===== config.mk =====
export PLATFORM = sky130hd
export DESIGN_NAME = capture_engine_of_verifla
export DESIGN_NICKNAME = d
export VERILOG_FILES = /design/src/rtl/capture_engine_of_verifla.sv
export SDC_FILE = /design/constraint.sdc
export NUM_CORES = 1
export LEC_CHECK = 0
export ABC_AREA = 1
export CORE_MARGIN = 10
export CORE_UTILIZATION = 49
export DETAILED_ROUTE_END_ITERATION = 8
export HOLD_SLACK_MARGIN = 0.03
export PLACE_DENSITY = 0.87
export SLEW_MARGIN = 20
export SYNTH_ARGS = -nofsm -noshare
export SYNTH_HDL_FRONTEND = slang
export SYNTH_SLANG_ARGS = --single-unit

===== constraint.sdc =====
create_clock -name clk -period 2.1 [get_ports clk]
set_input_delay 0.42 -clock clk [delete_from_list [all_inputs] [get_ports clk]]
set_output_delay 0.42 -clock clk [all_outputs]
set_load 0.05 [all_outputs]

===== src/rtl/capture_engine_of_verifla.sv =====
// Run-length-encoding capture core: probe sampling, masked trigger,
// circular buffer write port and send-capture handoff.
module capture_engine_of_verifla #(
  parameter int DATA_W  = 16,
  parameter int CNT_W   = 8,
  parameter int ADDR_W  = 8,
  parameter int PRETRIG = 64
) (
  input  logic                    clk,
  input  logic                    rst,
  input  logic                    sys_run,
  input  logic                    user_run,
  input  logic [DATA_W-1:0]       data_in,
  input  logic [DATA_W-1:0]       trig_value,
  input  logic [DATA_W-1:0]       trig_mask,
  input  logic [1:0]              trig_mode,
  output logic [ADDR_W-1:0]       mem_addr,
  output logic [CNT_W+DATA_W-1:0] mem_data,
  output logic                    mem_wen,
  output logic                    sc_run,
  input  logic                    ack_sc_run,
  input  logic                    sc_done,
  output logic [ADDR_W-1:0]       first_addr,
  output logic [ADDR_W-1:0]       trig_addr,
  output logic                    busy
);

  localparam int DEPTH = 1 << ADDR_W;
  localparam logic [CNT_W-1:0] CMAX = '1;
  localparam logic [ADDR_W-1:0] PT = ADDR_W'(PRETRIG);

  if (PRETRIG < 0 || PRETRIG >= DEPTH) begin : g_bad_pretrig
    $error("PRETRIG must lie in 0..DEPTH-1");
  end

  typedef enum logic [2:0] {
    IDLE, PRE, ARMED, POST, HANDOFF, WAIT_DONE
  } state_t;

  state_t            state;
  logic [ADDR_W-1:0] addr;
  logic [ADDR_W-1:0] words;
  logic [CNT_W-1:0]  cnt;
  logic [DATA_W-1:0] last;
  logic              first;
  logic              arm_first;
  logic              prev_hit;

  logic              hit;
  logic              fire;
  logic              new_word;
  logic [ADDR_W-1:0] nxt;
  logic [ADDR_W-1:0] waddr;
  logic [CNT_W-1:0]  cnt_n;

  always_comb begin
    hit = ((data_in ^ trig_value) & trig_mask) == '0;
    unique case (trig_mode)
      2'd1:    fire = hit && !prev_hit;
      2'd2:    fire = arm_first;
      default: fire = hit;
    endcase
    new_word = first || (data_in != last) || (cnt == CMAX)
            || (state == ARMED && fire);
    nxt   = addr + 1'b1;
    waddr = first ? '0 : (new_word ? nxt : addr);
    cnt_n = new_word ? CNT_W'(1) : cnt + 1'b1;
  end

  assign busy = (state != IDLE);

  always_ff @(posedge clk) begin
    if (rst) begin
      state      <= IDLE;
      addr       <= '0;
      words      <= '0;
      cnt        <= '0;
      last       <= '0;
      first      <= 1'b0;
      arm_first  <= 1'b0;
      prev_hit   <= 1'b0;
      mem_addr   <= '0;
      mem_data   <= '0;
      mem_wen    <= 1'b0;
      sc_run     <= 1'b0;
      first_addr <= '0;
      trig_addr  <= '0;
    end else begin
      mem_wen <= 1'b0;
      unique case (state)
        IDLE: begin
          if (sys_run || user_run) begin
            state     <= (PRETRIG == 0) ? ARMED : PRE;
            words     <= '0;
            first     <= 1'b1;
            arm_first <= 1'b1;
            prev_hit  <= 1'b0;
          end
        end
        PRE, ARMED, POST: begin
          last  <= data_in;
          first <= 1'b0;
          // stop before a new word would overwrite the oldest pre-trigger word
          if (state == POST && new_word && nxt == first_addr) begin
            state  <= HANDOFF;
            sc_run <= 1'b1;
          end else begin
            addr     <= waddr;
            cnt      <= cnt_n;
            mem_addr <= waddr;
            mem_data <= {cnt_n, data_in};
            mem_wen  <= 1'b1;
            if (state == PRE && new_word) begin
              words <= words + 1'b1;
              if (words + 1'b1 == PT) begin
                state     <= ARMED;
                arm_first <= 1'b1;
                prev_hit  <= 1'b0;
              end
            end
            if (state == ARMED) begin
              arm_first <= 1'b0;
              prev_hit  <= hit;
              if (fire) begin
                trig_addr  <= waddr;
                first_addr <= waddr - PT;
                state      <= POST;
              end
            end
          end
        end
        HANDOFF: begin
          if (ack_sc_run) begin
            sc_run <= 1'b0;
            state  <= sc_done ? IDLE : WAIT_DONE;
          end
        end
        WAIT_DONE: begin
          if (sc_done) state <= IDLE;
        end
        default: state <= IDLE;
      endcase
    end
  end

endmodule

==> results.cfg <==
[outcome]
outcome = finished, violations left
violations = negative setup slack

[finish]
fin_util = 0.8420
final_layout_size_suffix_gt1_frac = 0.3144
antenna-diode-count = 0
nNetsFinal = 813
area_growth_pct = 65.62
multi_input_area_mm2 = 0.002590
seq_area_mm2 = 0.001500
fillCellCount = 382
layout.cells.non_filler = 859

[clock_network]
clk_path_buf_depth = 2
clock_latency_ns = 0.38
cts.clk_slew.worst_paths_ns = 0.09
cts_made_buffers = 9
cts_root_buffer = clkbuf_8
htree_levels = 3
numClockSinks = 74
cts_tree = done
cts_hold_buf = 0

[worst_hold_path]
whs_endpoint = mem_data[13]
min_path_type = in2reg
min_path_cells = 3
hp-start = data_in[13]

[timing]
min_period_ns = 2.399
finalCritPeriodShare = 1.143
grt_setup_unrepaired = true
setup_tns_ns = -6.385
finClkSkew_ns = 0.02743
max_freq_mhz = 416.8
final_hold_viol_count = 0
tightest_slew_ns = 0.5458
drv_slew = 0
finalWorstSetupSlack_ns = -0.2994
relSlewSlack = 0.6350
setup_violations = 57

[worst_setup_path]
crit_slowest_cell = dfxtp_1
r2r_slack_ns = -0.30
slowest_delay_ns = 0.34
cp-end-kind = register
criticalPathCategory = reg2reg
r2r_cells = 14
cp_data_required_time_ns = 2.38
path_cells = inv_1 > nand2_2 > o21ai_1 > nor2_1 > nand2_1 > nor2_1 > nand2_2 > nor2_4 > nand3_4 > buf_12 > o211ai_1 > nand2_1 > buf_4 > a21oi_1
rr_startpoint = last[5]
crit_path_start_kind = register
cp.arrival_ns = 2.68
rr_endpoint = first_addr[6]
crit_path_max_fanout = 5

[synthesis]
ys_seq_area_frac = 0.3752
yosysWarnings = 0
synth-seq-cells = 74
synth_fp_nets = 652
syn_inst = 591
synth_cell_types = 35
syn_area_per_cell_um2 = 6.682
netlist_area_mm2 = 0.003949

[floorplan]
die_h_um = 109.8
io_pins = 107
rows = 32
core_mm2 = 0.007767
die_area_mm2 = 0.01205
dieWidth_um = 109.8
start_util = 0.5084

[place]
placedCellCount = 820
place_ws_ns = -0.5527
dpl.hpwl_um = 9651
port_buffers = 106
place_congestion = 0.8294

[route]
ant_nets = 0
totalWireLength_um = 18410
detail_route.wl_per_cell_um = 21.43
drtIter0Drc = 643
dr_total_vias = 5352
viasPerCell = 6.231
drt_pass1_iterations = 9
drc = 0

[power_and_ir_drop]
p_per_area_mw_per_mm2 = 744.6
leakagePower_uw = 0.002937
totalPowerFinal_uw = 4870
peakVddDrop_mv = 0.3961

[global_route]
grt_pass1_wl_um = 22980
first_global_vias = 4929
antenna_found_initial = 0
grt_use_total = 0.2362
grt_max_degree = 27
overflow = 0

[run]
cap_viol_max_count = 0
[cell usage after synthesis (all sizes together)]
cell,n,area [um^2]
nand2,115,449.2
inv,78,295.3
dfxtp,74,1481
o21ai,73,369.1
nor2,68,260.3
nand3,53,280.3
a21oi,48,240.2
buf,17,122.6
clkbuf,9,33.78
nand4,8,50.05
nor3,8,40.04
xor2,8,70.07
a211oi,6,45.04
ha,5,62.56
o22ai,5,31.28
nand3b,4,30.03
or2,3,18.77
xnor2,3,26.28
a311oi,1,8.760
a31o,1,8.760
and2,1,6.260
clkinv,1,3.750
nor3b,1,7.510
o211ai,1,7.510
[how the worst max path moves through the flow]
| stage | from | to | slack (ns) | cells past startpoint |
|---|---|---|---|---|
| floorplan | addr[0] | addr[2] | 0.03 | 17 |
| global placement | data_in[15] | words[6] | -0.49 | 13 |
| detailed placement | data_in[14] | words[1] | -0.55 | 13 |
| CTS | addr[0] | mem_data[22] | -0.07 | 16 |
| global route | last[5] | first_addr[7] | -0.41 | 14 |
| finish | last[5] | first_addr[6] | -0.30 | 14 |
[state kept, by name (all words and copies together) (netlist names)]
signal,cells
arm_first,1
sc_run,1
first_addr,8
prev_hit,1
mem_wen,1
state,3
trig_addr,2
first,1
words,8
last,16
mem_data,24
addr,8
[worst max-delay path, delay by kind of cell, from the launching register on]
| family | cells | cell delay [ns] |
|---|---|---|
| AO/OA/AOI/OAI | 3 | 0.51 |
| AND/OR/NAND/NOR | 8 | 1.02 |
| buffers and inverters | 3 | 0.44 |
| flip-flops | 1 | 0.34 |
[per-layer routing]
layer | global-route usage | wire length [um]
met5 | 0 | 0
met2 | 0.4204 | 8660
met1 | 0.2468 | 6284
met3 | 0.06554 | 2025
met4 | 0.1292 | 1436
[metrics by stage]
step / area (um^2) / hold slack [ns]
after floorplan: 3963 / 0.4262
after global placement: 5370 / 0.4359
final: 6540 / 0.4426
after global routing: 6540 / 0.4270
after CTS: 5937 / 0.4576
after detailed placement: 5370 / 0.4443
[timing repair]
action / CTS / global route
pin swaps: 28 / 50
resized for setup: 80 / 158
cloned: 3 / 1
endpoints found under the setup margin: 56 / 63
setup buffers: 11 / 10
[where the power goes]
group          internal, uW  total (uW)  leakage [uW]  switching (uW)
clock network           899        1510      0.000131             614
registers              1550        1710      0.000610             156
logic                   622        1650       0.00220            1030
[cell families (layout without fill, tap and decap cells)]
logic type                 after synthesis  in the layout  share of synthesized area
adders and majority gates                5              5                    0.01584
AOI/OAI and AO/OA                      135            135                     0.1800
DFF                                     74             74                     0.3752
and+or+nand+nor                        261            262                     0.2893
buffers and inverters                  105            270                     0.1153
xor gates and xnor gates                11             11                    0.02440
[final cells by class]
type	instances	area share
Sequential cell	74	0.2294
Timing Repair Buffer	175	0.2663
Inverter	79	0.04764
Clock inverter	5	0.01626
Multi-Input combinational cell	413	0.3960
Clock buffer	11	0.02487
Tap cell	102	0.01951
[cell usage in the layout, fill, tap and decap left out, types with 4 or more instances in the layout]
cell and count:
xor2_1 6, nand2_2 21, nand3_2 28, o22ai_1 5
nand3_4 6, inv_1 60, clkbuf_8 10, o21ai_1 25
a21oi_1 40, nor2_1 46, o21ai_0 28, buf_6 7
dfxtp_2 9, o21ai_2 18, inv_2 16, dfxtp_1 63
dlymetal6s2s_1 22, nand3b_1 4, a21oi_2 8, nand4_1 8
nor3_1 6, clkdlybuf4s50_1 65, nand2_1 90, nand3_1 20
nor2_2 12, dlygate4sd2_1 17, buf_4 55, a211oi_1 6
nor2_4 10
No activity file was read; power rests on OpenSTA's default activity.
==> patch (config.mk and constraints unchanged) <==
Reset style: asynchronous (`rst`), changed in one clocked block.
--- a/src/rtl/capture_engine_of_verifla.sv
+++ b/src/rtl/capture_engine_of_verifla.sv
@@ -69,7 +69,7 @@
 
   assign busy = (state != IDLE);
 
-  always_ff @(posedge clk) begin
+  always_ff @(posedge clk or posedge rst) begin
     if (rst) begin
       state      <= IDLE;
       addr       <= '0;
Function: differs if rst is asserted again (counterexample within 4 cycles, from zero or initial values and one cycle with rst high); with rst held inactive, the same outputs for 4 cycles.
==> patch against the original RTL <==
- the run still ends with negative setup slack left
- synthesized cell count fell by 3.2%
- sequential cell count did not move
- sequential share of layout area rose by 6.9 points
- area after synthesis rose by 6.7%
- die area rose by 5.5%
- routed wire length fell by 29%
- first-iteration DRC count fell by 62%
- clock skew fell by 0.015 ns
- cell area fell by 4.6%
- setup slack improved by 0.30 ns
- critical endpoint is now mem_data[18]$_DFFE_PP0P_
- highest routed layer unchanged
Power is not compared: it rests on default switching activity, and its combinational part moved more than twofold at a synthesized area within 25%.
==> patch: results (changes against the original RTL) <==
- The placed wire-length estimate is 9.32 mm (-3.4%).
- The via count of the first global-routing pass is 4380 (-11%).
- The post-synth net total came to 633 (-2.9%).
- The global router's overall resource usage came to 0.191 (-0.0448).
- The setup violation total in the final timing report is 1 (-98%).
- The met2 track demand over resource in global routing came to 0.334 (-0.0859).
- The sum of routed wire segments on met1 was 5.02 mm (-20%).
- The final reports fail on negative setup slack.
- Yosys attributes the largest share of cell area to dfrtp_1 44%, nand2_1 16%, inv_1 6.3%.
- The launch point of the worst hold path is data_in[5].
- The wire length of the first global-routing pass was 20.5 mm (-11%).
- The clock skew is 0.0124 ns (-0.0151 ns).
- The number of optimization iterations in the first detailed-route pass is 6 (-3).
- The pin slew with the least headroom to its limit is 0.599 ns (+0.0527 ns).
- The number of gates given a new drive strength after cts is 18 (-78%).
- The number of antenna violations at the first check in global routing came to 1 (+1).
- In the synthesized netlist the dominant register cell turns out to be dfrtp_1.
- The instance count after placement with tap cells included is 797 (-2.8%).
- The count of yosys warnings during synthesis is 0 (unchanged).
- The detailed-routed wire length on met2 came to 6.53 mm (-25%).
- The final net count is 773 (-4.9%).
- The met1 usage was 0.210 (-0.0365).
- The wire length reported by the detailed router came to 13.1 mm (-29%).
- The routing usage on met3 came to 0.0634 (-0.00214).
- The data arrival time of the worst path is 2.36 ns (-0.32 ns).
- The worst hold path depth is 3 (unchanged).
- The setup fix buffers added after clock tree synthesis is 1 (-10).
- The violation count after the first detailed-route iteration came to 246 (-62%).
- The path with the worst hold slack has its endpoint at last[5]$_DFFE_PP0N_.
- The startpoint of the worst-slack reg-to-reg timing path is mem_data[17]$_DFFE_PP0P_.
- The ratio of cells with drive above 1 in the final layout is 0.204 (-0.111).
- The synthesized area divided by synthesized cell count is 7.37 sq um (+10%).
- The share of synthesized registers carrying an async set or reset was 1.00 (+1.00).
- The run finished, with violations left.
- The detailed route wirelength on metal3 was 1.15 mm (-43%).
- The maximum number of pins on one net before global-route repair is 75 (+180%).
- The routed via count divided by cell count is 5.33 (-14%).
- The commonest cells after synthesis are 175 x nand2_1, 74 x dfrtp_1, 71 x inv_1.
- The least setup slack across all paths after layout was -0.00104 ns (+0.298 ns).
- The worst-path maximum fanout is 21 (+16).
- The share of synthesized area occupied by flip-flops and latches is 0.439 (+0.0643).
patch: cell types whose count changed in the layout (fill, tap and decap cells not counted), moves of 17 or more:
cell	delta
a21oi_1	-32
buf_4	-17
dfrtp_1	+68
dfxtp_1	-63
nand2_1	+69
nand3_2	-21
patch: how the worst max path moves through the flow:
stage,startpoint,endpoint,slack [ns]
CTS,data_in[14],arm_first$_DFFE_PP0P_,-0.01
floorplan,addr[0]$_DFFE_PP0P_,words[4]$_DFFE_PP0P_,-0.0009
finish,mem_data[17]$_DFFE_PP0P_,mem_data[18]$_DFFE_PP0P_,-0.001
detailed placement,data_in[0],words[2]$_DFFE_PP0P_,-0.50
global placement,data_in[0],words[3]$_DFFE_PP0P_,-0.38
global route,words[1]$_DFFE_PP0P_,state[0]$_DFFE_PP0P_,-0.09
patch: metrics by stage:
stage	util	instance area [sq um]	worst slack, ns	setup TNS (ns)	hold slack [ns]
finish	0.751	6240	-0.00104	-0.00104	0.404
detailed placement	0.677	5620	-0.500	-21.91	0.464
floorplan	-	4250	-0.000905	-0.00178	0.437
global placement	0.677	5620	-0.376	-16.73	0.460
CTS	0.708	5880	-0.0105	-0.0240	0.480
global route	0.751	6240	-0.0912	-1.75	0.429
patch: cell type report:
class | instances | area [sq um] | share of cell area
timing repair buffer | 149 | 1510 | 0.241
clock inverter | 6 | 42.5 | 0.00682
tap | 105 | 131 | 0.0211
clock buffer | 10 | 128 | 0.0205
inverter | 75 | 288 | 0.0461
multi-input combinational | 403 | 2280 | 0.366
sequential | 74 | 1860 | 0.298
antenna | 1 | 2.50 | 0.000401
patch: power breakdown:
part	internal (mW)	switching [mW]	total (mW)	leakage [nW]
Clock	0.431	0.574	1.00	0.0827
Combinational	1.18	2.25	3.43	2.19
Sequential	1.83	0.313	2.14	0.925
Total	3.44	3.14	6.58	3.20
patch: critical path, stage by stage, from the launching register on:
cell and delay (ns):
dfrtp_2 0.43, ha_4 0.17, nand2_2 0.07, inv_2 0.06, nand3_4 0.08, nor2_4 0.04, nor2_4 0.13, nand2_2 0.09
nor2_4 0.13, nand3_4 0.15, nand2_4 0.14, nand2_8 0.09, buf_12 0.19, a21oi_1 0.14, a21oi_1 0.06
patch: cell families (layout without fill, tap and decap cells):
| group | count (synthesis) | in the layout | share of synthesized area |
|---|---|---|---|
| buffers and inverters | 96 | 240 | 0.0962 |
| other | 0 | 1 | 0 |
| XOR/XNOR | 19 | 19 | 0.0395 |
| flip-flops | 74 | 74 | 0.439 |
| adder cells (fa/ha/maj) | 5 | 5 | 0.0148 |
| AO/OA/AOI/OAI | 86 | 86 | 0.113 |
| AND/OR/NAND/NOR | 292 | 293 | 0.298 |
